$ cat src/rtl/rom_access_arbiter.sv
// Shares the single-port instruction ROM between the fetch (F) and data-load (D)
// requesters, with optional wait states, registered read data and range flagging.
module rom_access_arbiter #(
    parameter int ROM_WORDS   = 32,
    parameter int WAIT_CYCLES = 0,
    parameter int RR_MODE     = 1
) (
    input  logic        clk,
    input  logic        reset,
    input  logic        f_req,
    input  logic [31:0] f_addr,
    output logic        f_gnt,
    output logic        f_rvalid,
    output logic [31:0] f_rdata,
    input  logic        d_req,
    input  logic [31:0] d_addr,
    output logic        d_gnt,
    output logic        d_rvalid,
    output logic [31:0] d_rdata,
    output logic        err,
    output logic        busy,
    output logic [31:0] rom_addr,
    input  logic [31:0] rom_data
);
    typedef enum logic {IDLE = 1'b0, ACCESS = 1'b1} state_t;

    localparam logic PORT_F = 1'b0;
    localparam logic PORT_D = 1'b1;

    state_t      state_r;
    logic [1:0]  cnt_r;
    logic        rr_last_r;
    logic        port_r;
    logic        f_gnt_s;
    logic        d_gnt_s;
    logic [28:0] sel_idx_s;
    logic        in_range_s;
    logic [31:0] cap_data_s;
    logic        unused_s;

    function automatic logic word_in_range(input logic [28:0] idx);
        return ({3'b000, idx} < 32'($unsigned(ROM_WORDS)));
    endfunction

    // Grant decision: only while idle, never more than one port per cycle.
    always_comb begin
        f_gnt_s = 1'b0;
        d_gnt_s = 1'b0;
        if (state_r == IDLE) begin
            if (f_req && d_req) begin
                if ((RR_MODE != 0) && (rr_last_r == PORT_D)) begin
                    f_gnt_s = 1'b1;
                end else begin
                    d_gnt_s = 1'b1;
                end
            end else begin
                f_gnt_s = f_req;
                d_gnt_s = d_req;
            end
        end else begin
            f_gnt_s = 1'b0;
            d_gnt_s = 1'b0;
        end
    end

    assign f_gnt      = f_gnt_s;
    assign d_gnt      = d_gnt_s;
    assign sel_idx_s  = d_gnt_s ? d_addr[30:2] : f_addr[30:2];
    // The latched ROM address doubles as the word index for the range test.
    assign in_range_s = word_in_range(rom_addr[30:2]);
    assign cap_data_s = in_range_s ? rom_data : 32'h0000_0000;
    // Supervisor bit and byte offset carry no meaning for the ROM.
    assign unused_s   = ^{f_addr[31], f_addr[1:0], d_addr[31], d_addr[1:0]};

    // Access sequencer: latch on grant, count wait states, capture into the owner port.
    always_ff @(posedge clk) begin
        if (!reset) begin
            state_r   <= IDLE;
            cnt_r     <= 2'd0;
            rr_last_r <= PORT_F;
            port_r    <= PORT_F;
            f_rdata   <= 32'h0000_0000;
            d_rdata   <= 32'h0000_0000;
            f_rvalid  <= 1'b0;
            d_rvalid  <= 1'b0;
            err       <= 1'b0;
            busy      <= 1'b0;
            rom_addr  <= 32'h0000_0000;
        end else begin
            f_rvalid <= 1'b0;
            d_rvalid <= 1'b0;
            err      <= 1'b0;
            case (state_r)
                IDLE: begin
                    if (f_gnt_s || d_gnt_s) begin
                        port_r    <= d_gnt_s;
                        rr_last_r <= d_gnt_s;
                        rom_addr  <= {1'b0, sel_idx_s, 2'b00};
                        cnt_r     <= 2'(WAIT_CYCLES);
                        state_r   <= ACCESS;
                        busy      <= 1'b1;
                    end else begin
                        state_r <= IDLE;
                        busy    <= 1'b0;
                    end
                end
                ACCESS: begin
                    if (cnt_r != 2'd0) begin
                        cnt_r <= cnt_r - 2'd1;
                    end else begin
                        if (port_r == PORT_D) begin
                            d_rdata  <= cap_data_s;
                            d_rvalid <= 1'b1;
                        end else begin
                            f_rdata  <= cap_data_s;
                            f_rvalid <= 1'b1;
                        end
                        err     <= ~in_range_s;
                        state_r <= IDLE;
                        busy    <= 1'b0;
                    end
                end
                default: begin
                    state_r <= IDLE;
                    busy    <= 1'b0;
                end
            endcase
        end
    end
endmodule

$ cat config.mk
export PLATFORM = sky130hd
export DESIGN_NAME = rom_access_arbiter
export DESIGN_NICKNAME = d
export VERILOG_FILES = /design/src/rtl/rom_access_arbiter.sv
export SDC_FILE = /design/constraint.sdc
export NUM_CORES = 1
export LEC_CHECK = 0
export ABC_AREA = 0
export BUFFER_PORTS_ARGS = -buffer_cell sky130_fd_sc_hd__buf_2
export CORE_UTILIZATION = 47
export CTS_CLUSTER_SIZE = 25
export DETAILED_ROUTE_END_ITERATION = 8
export GPL_TIMING_DRIVEN = 0
export PLACE_DENSITY = 0.8
export SYNTH_ARGS = -nofsm -noshare
export SYNTH_HDL_FRONTEND = slang
export SYNTH_SLANG_ARGS = --single-unit
$ cat constraint.sdc
create_clock -name clk -period 1.7 [get_ports clk]
set_input_delay 0.255 -clock clk [delete_from_list [all_inputs] [get_ports clk]]
set_output_delay 0.255 -clock clk [all_outputs]
set_load 0.005 [all_outputs]
==> results_dict.tcl, run 1 <==
set metrics [dict create \
    path_max_fanout 5 \
    setup-violations-final 2 \
    hp-class "input pin to flip-flop" \
    globalplace.congestion 0.921 \
    synth.top_cell.area_share_pct 45.0 \
    finalCritPeriodShare_pct 100 \
    finalHoldViolations 0 \
    first_pass_iters 5 \
    clkSinkCount 101 \
    placementRows 35 \
    worstMarginPinSlew_ps 758 \
    yosys_warnings 0 \
    timing.final.ws_setup_ps -4.91 \
    cp.required_ps 1970 \
    ys_seq_elements 101 \
    r2r_slack_ps -5 \
    slew_violations 0 \
    seq_area_frac_synth_pct 45.0 \
    p_int_mw 3.46 \
    critPathArrivalTime_ps 1980 \
    power_frac_clock_pct 27.6 \
    rr_startpoint "rom_addr[7]$_SDFFE_PN0P_" \
    crit_family "simple AND/OR/NAND/NOR gates" \
    r2r_cells 6 \
    insertedDiodeCount 0 \
    tns_ps -6.46 \
    gr-total-overflow 0 \
    die-width_um 99.8 \
    cpPeakStageDelay_ps 360 \
    status "complete, but fails checks" \
    clockBufferDepth 2 \
    cp-end-kind "flip-flop" \
    period_needed_ps 1700 \
    grt_pass1_vias 4275 \
    multi_input_area_um2 2370 \
    pwr-share-comb_pct 23.6 \
    crit_type "flip-flop to flip-flop" \
    postCtsHoldBufs 0 \
    synthTopCellsByCount "101 x dfxtp_1, 95 x nand3_1, 55 x o41ai_2" \
    synth_cells 444 \
    cts_tree "done" \
    ys_types 29 \
    grt_usage_pct 25.9 \
    syn-cell-area_um2 4500 \
    drv_cap 0 \
    drc 0 \
    worstHoldEndpoint "rom_addr[23]$_SDFFE_PN0P_" \
    pwr-share-seq_pct 48.9 \
    worstHoldPathCells 3 \
    antenna_found_initial 0 \
    start_util_pct 48.7 \
    fillers 718 \
    drt_iter0_drc 263 \
    clock.fmax_mhz 587 \
    wirelength_um 14800 \
    finClkSkew_ps 14.2 \
    drt-wirelength-per-cell_um 18.6 \
    drive_gt1_share_pct 48.8 \
    peakVddDrop_mv 0.506 \
    syn_area_per_cell_um2 10.1 \
    grt_max_degree 18 \
    clkTransAtPathRegs_ps 110 \
    regArea_um2 2030 \
    power.share.switching_pct 32.4 \
    crit_top_cell "clkbuf_16" \
    synth_edf_count 0 \
    slew_headroom_pct 49.5 \
    synth_area_leaders "dfxtp_1 45%, o41ai_2 20%, nand3_1 11%" \
    io_buffer_count 191 \
    root_buffer "clkbuf_8" \
    synth_ff_type "dfxtp_1" \
    die-area_um2 9960 \
    core_area_um2 9240 \
    synth_area_leader_cell "dfxtp_1" \
    worst_r2r_endpoint "f_rdata[7]$_SDFFE_PN0P_" \
    io_pins 202 \
    p_sw_mw 1.66 \
    final_nets 762 \
    violations "negative setup slack" \
    rsz0062_at_grt "yes" \
    yosys.cell_count.top_type "dfxtp_1" \
    cp_cell_sequence "nor4_4 -> nand4_1 -> buf_6 -> clkbuf_16 -> clkbuf_16 -> o41ai_2" \
    crit_path_start_kind "flip-flop" \
    clk_latency_ps 360 \
    critPathBufInv 3 \
    grt_first_pass_wirelength_um 20700 \
    powerDensity_nw_per_um2 809 \
    ant_nets 0 \
    worst_hold_slack_ps 141 \
    vias 4708 \
    p_leak_nw 3.15 \
    total_power_mw 5.13 \
    via_per_inst 5.92 \
    hp-start "d_addr[23]" \
    numCtsBuffers 9 \
    syn_to_final_growth_pct 40.9 \
    dieHeight_um 99.8 \
    crit_path_top_delay_cell "dfxtp_4" \
    ys_async_sr_fraction_pct 0 \
    dp_hpwl_um 10000 \
    htree_levels 3 \
]
==> per-layer routing <==
metal  part of all wire, %  wire, µm  GRT usage (%)  vias up
li1                      -         -              -     2154
met1                    42      6160           33.5     2281
met2                    50      7400           43.3      229
met3                   5.2       776           4.81       44
met4                   3.2       471           9.28        0
met5                     0         0              0        -
==> worst max path at each step <==
stage	startpoint	endpoint	slack [ps]	cells past startpoint
finish	rom_addr[7]$_SDFFE_PN0P_	f_rdata[7]$_SDFFE_PN0P_	-5	6
global route	rom_addr[7]$_SDFFE_PN0P_	f_rdata[7]$_SDFFE_PN0P_	-100	6
CTS	port_r$_SDFFE_PN0P_	d_gnt	-40	3
detailed placement	cnt_r[0]$_SDFFE_PN0P_	d_rdata[11]$_SDFFE_PN0P_	-240	7
global placement	rom_addr[30]$_SDFFE_PN0P_	f_rdata[4]$_SDFFE_PN0P_	-180	5
floorplan	cnt_r[0]$_SDFFE_PN0P_	d_rdata[10]$_SDFFE_PN0P_	180	7
==> metrics by stage <==
step	instance area, µm²	setup slack [ps]	instances	utilization, %
after floorplan	4500	179	446	-
after global placement	5620	-181	766	60.8
after detailed placement	5620	-240	766	60.8
after CTS	5870	-38.2	783	63.5
after global routing	6340	-96.4	795	68.6
final	6340	-4.91	795	68.6
==> sequential cells by signal, indices dropped and copies added, names as in the netlist <==
name and cells:
d_rdata 32, err 1, state_r 1, busy 1, d_rvalid 1, f_rdata 32
rom_addr 29, f_rvalid 1, cnt_r 2, port_r 1
==> placed cells by master, fill, tap and decap left out, types with 3 or more instances in the layout <==
cell	instances
nor2_1	4
clkbuf_2	3
clkbuf_8	9
nand3_1	95
nand2_1	33
dfxtp_1	97
conb_1	3
a21oi_1	31
nor4_2	3
dfxtp_2	3
o41ai_1	6
o41ai_4	11
clkinv_4	4
buf_1	6
o41ai_2	47
clkbuf_1	20
buf_2	197
clkbuf_16	6
buf_12	6
clkbuf_4	6
buf_6	6
a32oi_1	29
buf_4	15
==> repair_timing <==
| action | CTS | global route |
|---|---|---|
| pin swaps | 3 | 50 |
| cloned | 0 | 7 |
| buffers inserted | 2 | 5 |
| gates resized for setup | 23 | 65 |
| setup endpoints to repair | 68 | 60 |
==> worst register-to-register path, delay by kind of cell, from the launching register on <==
kind            cells  cell delay (ps)
flops               1              360
simple gates        2              490
compound gates      1              280
buf+inv             3              500
==> final cells by class <==
class | count | share of cell area [%]
Multi-Input combinational cell | 282 | 37.4
Sequential cell | 101 | 32.0
Timing Repair Buffer | 205 | 18.6
Tap cell | 129 | 2.55
Clock inverter | 6 | 0.790
Inverter | 3 | 0.178
Clock buffer | 10 | 2.01
Buffer | 59 | 6.52
==> power by group through the flow <==
stage,combinational [mW],sequential [mW],clock (mW)
2_1_floorplan,0.571,2.54,0
4_1_cts,0.952,2.50,1.42
3_3_place_gp,0.898,2.54,0
5_1_grt,1.29,2.51,1.54
3_5_place_dp,0.921,2.55,0
6_report,1.21,2.50,1.41
==> logic make-up after synthesis <==
kind of cell | share of synthesized area, %
AO/OA/AOI/OAI | 31.7
AND/OR/NAND/NOR | 16.0
other | 0.0834
buffers and inverters | 7.01
adder cells (fa/ha/maj) | 0.278
flip-flops | 45.0
Power figures use the tool's default switching activity.
==> inputs of run 2 (changes only) <==
ABC_CLOCK_PERIOD_IN_PS = 1700   (was unset)
CORE_ASPECT_RATIO = 0.5   (was unset)
==> run 2 against run 1 <==
The flow still finishes with violations (negative setup slack). Global-route usage rose by 0.49 points. Worst setup slack better by 2.8 ps. Hold slack better by 17 ps. Non-clock buffer count decreased by 12. Final cell count fell by 3.0%. Flip-flop and latch count is the same. Core utilization rose by 0.51 points. Largest cell class unchanged. Highest routed layer unchanged.
==> results_dict.tcl, run 2 (synthesis gave the netlist of run 1 again) <==
set metrics [dict create \
    timing.final.ws_setup_ps -2.13 \
    hp-class "input pin to flip-flop" \
    root_buffer "clkbuf_16" \
    setup-violations-final 1 \
    drc 0 \
    grt_pass1_vias 4266 \
    pwr-share-seq_pct 45.9 \
    clkTransAtPathRegs_ps 70 \
    critPathArrivalTime_ps 1950 \
    first_pass_iters 4 \
    ant_nets 0 \
    grt_first_pass_wirelength_um 20900 \
    finClkSkew_ps 9.31 \
    globalplace.congestion 0.805 \
    violations "negative setup slack" \
    syn_to_final_growth_pct 38.0 \
    total_power_mw 5.48 \
    final_common_cell "buf_2" \
    drt-wirelength-per-cell_um 17.8 \
    slew_violations 0 \
    grt_max_degree 18 \
    design_area_um2 6200 \
    io_buffer_count 191 \
    vias 4541 \
    insertedDiodeCount 0 \
    final_cell_mix "197 x buf_2, 95 x nand3_1, 93 x dfxtp_1" \
    drv_cap 0 \
    r2r_slack_ps -2 \
    clock.fmax_mhz 587 \
    power_frac_clock_pct 35.0 \
    htree_levels 3 \
    period_needed_ps 1700 \
    crit_type "flip-flop to flip-flop" \
    p_leak_nw 3.10 \
    top_regs "d_rdata: 32 flops, f_rdata: 32 flops, rom_addr: 29 flops" \
    die-width_um 140 \
    finalCritPeriodShare_pct 100 \
    clockBufferDepth 2 \
    final_nets 750 \
    dp_hpwl_um 9810 \
    postCtsHoldBufs 0 \
    p_sw_mw 1.68 \
    dieHeight_um 71.2 \
    rsz0062_at_grt "yes" \
    clk_latency_ps 340 \
    pwr-share-comb_pct 19.2 \
    powerDensity_nw_per_um2 884 \
    antenna_found_initial 0 \
    cts_tree "done" \
    worstMarginPinSlew_ps 512 \
    path_max_fanout 10 \
    crit_path_start_kind "flip-flop" \
    cp-end-kind "flip-flop" \
    placed_area_um2 5610 \
    cp.required_ps 1950 \
    power.share.switching_pct 30.6 \
    start_util_pct 50.1 \
    via_per_inst 5.89 \
    grt_usage_pct 26.4 \
    numCtsBuffers 9 \
    io_pins 202 \
    gr-total-overflow 0 \
    status "complete, but fails checks" \
    dp_slack_ps -160 \
    core_area_um2 8980 \
    drive_gt1_share_pct 49.4 \
    drt_iter0_drc 259 \
    peakVddDrop_mv 0.661 \
    clkSinkCount 101 \
    p_int_mw 3.80 \
    slew_headroom_pct 65.9 \
    placementRows 24 \
    worst_hold_slack_ps 158 \
    die-area_um2 9990 \
    wirelength_um 13800 \
    finalHoldViolations 0 \
]
## run 2: routing by layer
| layer | part of all wire, % | routed length (µm) | global-route usage (%) | vias up |
|---|---|---|---|---|
| li1 | - | - | - | 2138 |
| met1 | 43 | 5950 | 33.5 | 2207 |
| met2 | 49 | 6690 | 44.5 | 176 |
| met3 | 6.8 | 932 | 7.11 | 20 |
| met4 | 1.3 | 181 | 7.94 | 0 |
| met5 | 0 | 0 | 0 | - |
## run 2: final cells by class
type,instances,area (µm²)
Clock buffer,9,225
Clock inverter,7,50.0
Buffer,59,360
Multi-Input combinational cell,282,2410
Inverter,3,11.3
Timing Repair Buffer,193,971
Sequential cell,101,2030
Fill cell,719,2780
Tap cell,117,146
## run 2: final timing paths
check	from	end	depth (start not counted)
setup / recovery	rom_addr[9]$_SDFFE_PN0P_	f_rdata[7]$_SDFFE_PN0P_	5
hold / removal	d_addr[18]	rom_addr[18]$_SDFFE_PN0P_	3
setup reg to reg	rom_addr[9]$_SDFFE_PN0P_	f_rdata[7]$_SDFFE_PN0P_	5
hold reg to reg	busy$_SDFFE_PN0P_	busy$_SDFFE_PN0P_	1
## run 2: power by group through the flow
stage	Sequential [mW]	Combinational (mW)	Clock (mW)
after global routing	2.52	1.12	2.03
final	2.52	1.05	1.92
after CTS	2.50	0.962	1.94
after global placement	2.55	0.910	0
after detailed placement	2.55	0.919	0
after floorplan	2.54	0.571	0
## run 2: what timing repair did
action,4_1_cts,5_1_grt
gates resized for setup,27,53
setup endpoints to repair,67,66
pin swaps,2,5
cloned,1,0
buffers inserted,1,1
## run 2: metrics by stage
| stage | util (%) | setup TNS (ps) | std cells |
|---|---|---|---|
| after global routing | 69.1 | -1150 | 771 |
| after detailed placement | 62.4 | -6500 | 754 |
| final | 69.1 | -2.13 | 771 |
| after CTS | 66.7 | 0 | 771 |
| after global placement | 62.4 | -5070 | 754 |
| after floorplan | - | 0 | 446 |
## run 2: worst max-delay path, stage by stage, from the launching register on
cell	delay (ps)
dfxtp_2	340
nor4_4	280
nand4_1	240
buf_6	220
buf_8	160
o41ai_4	360
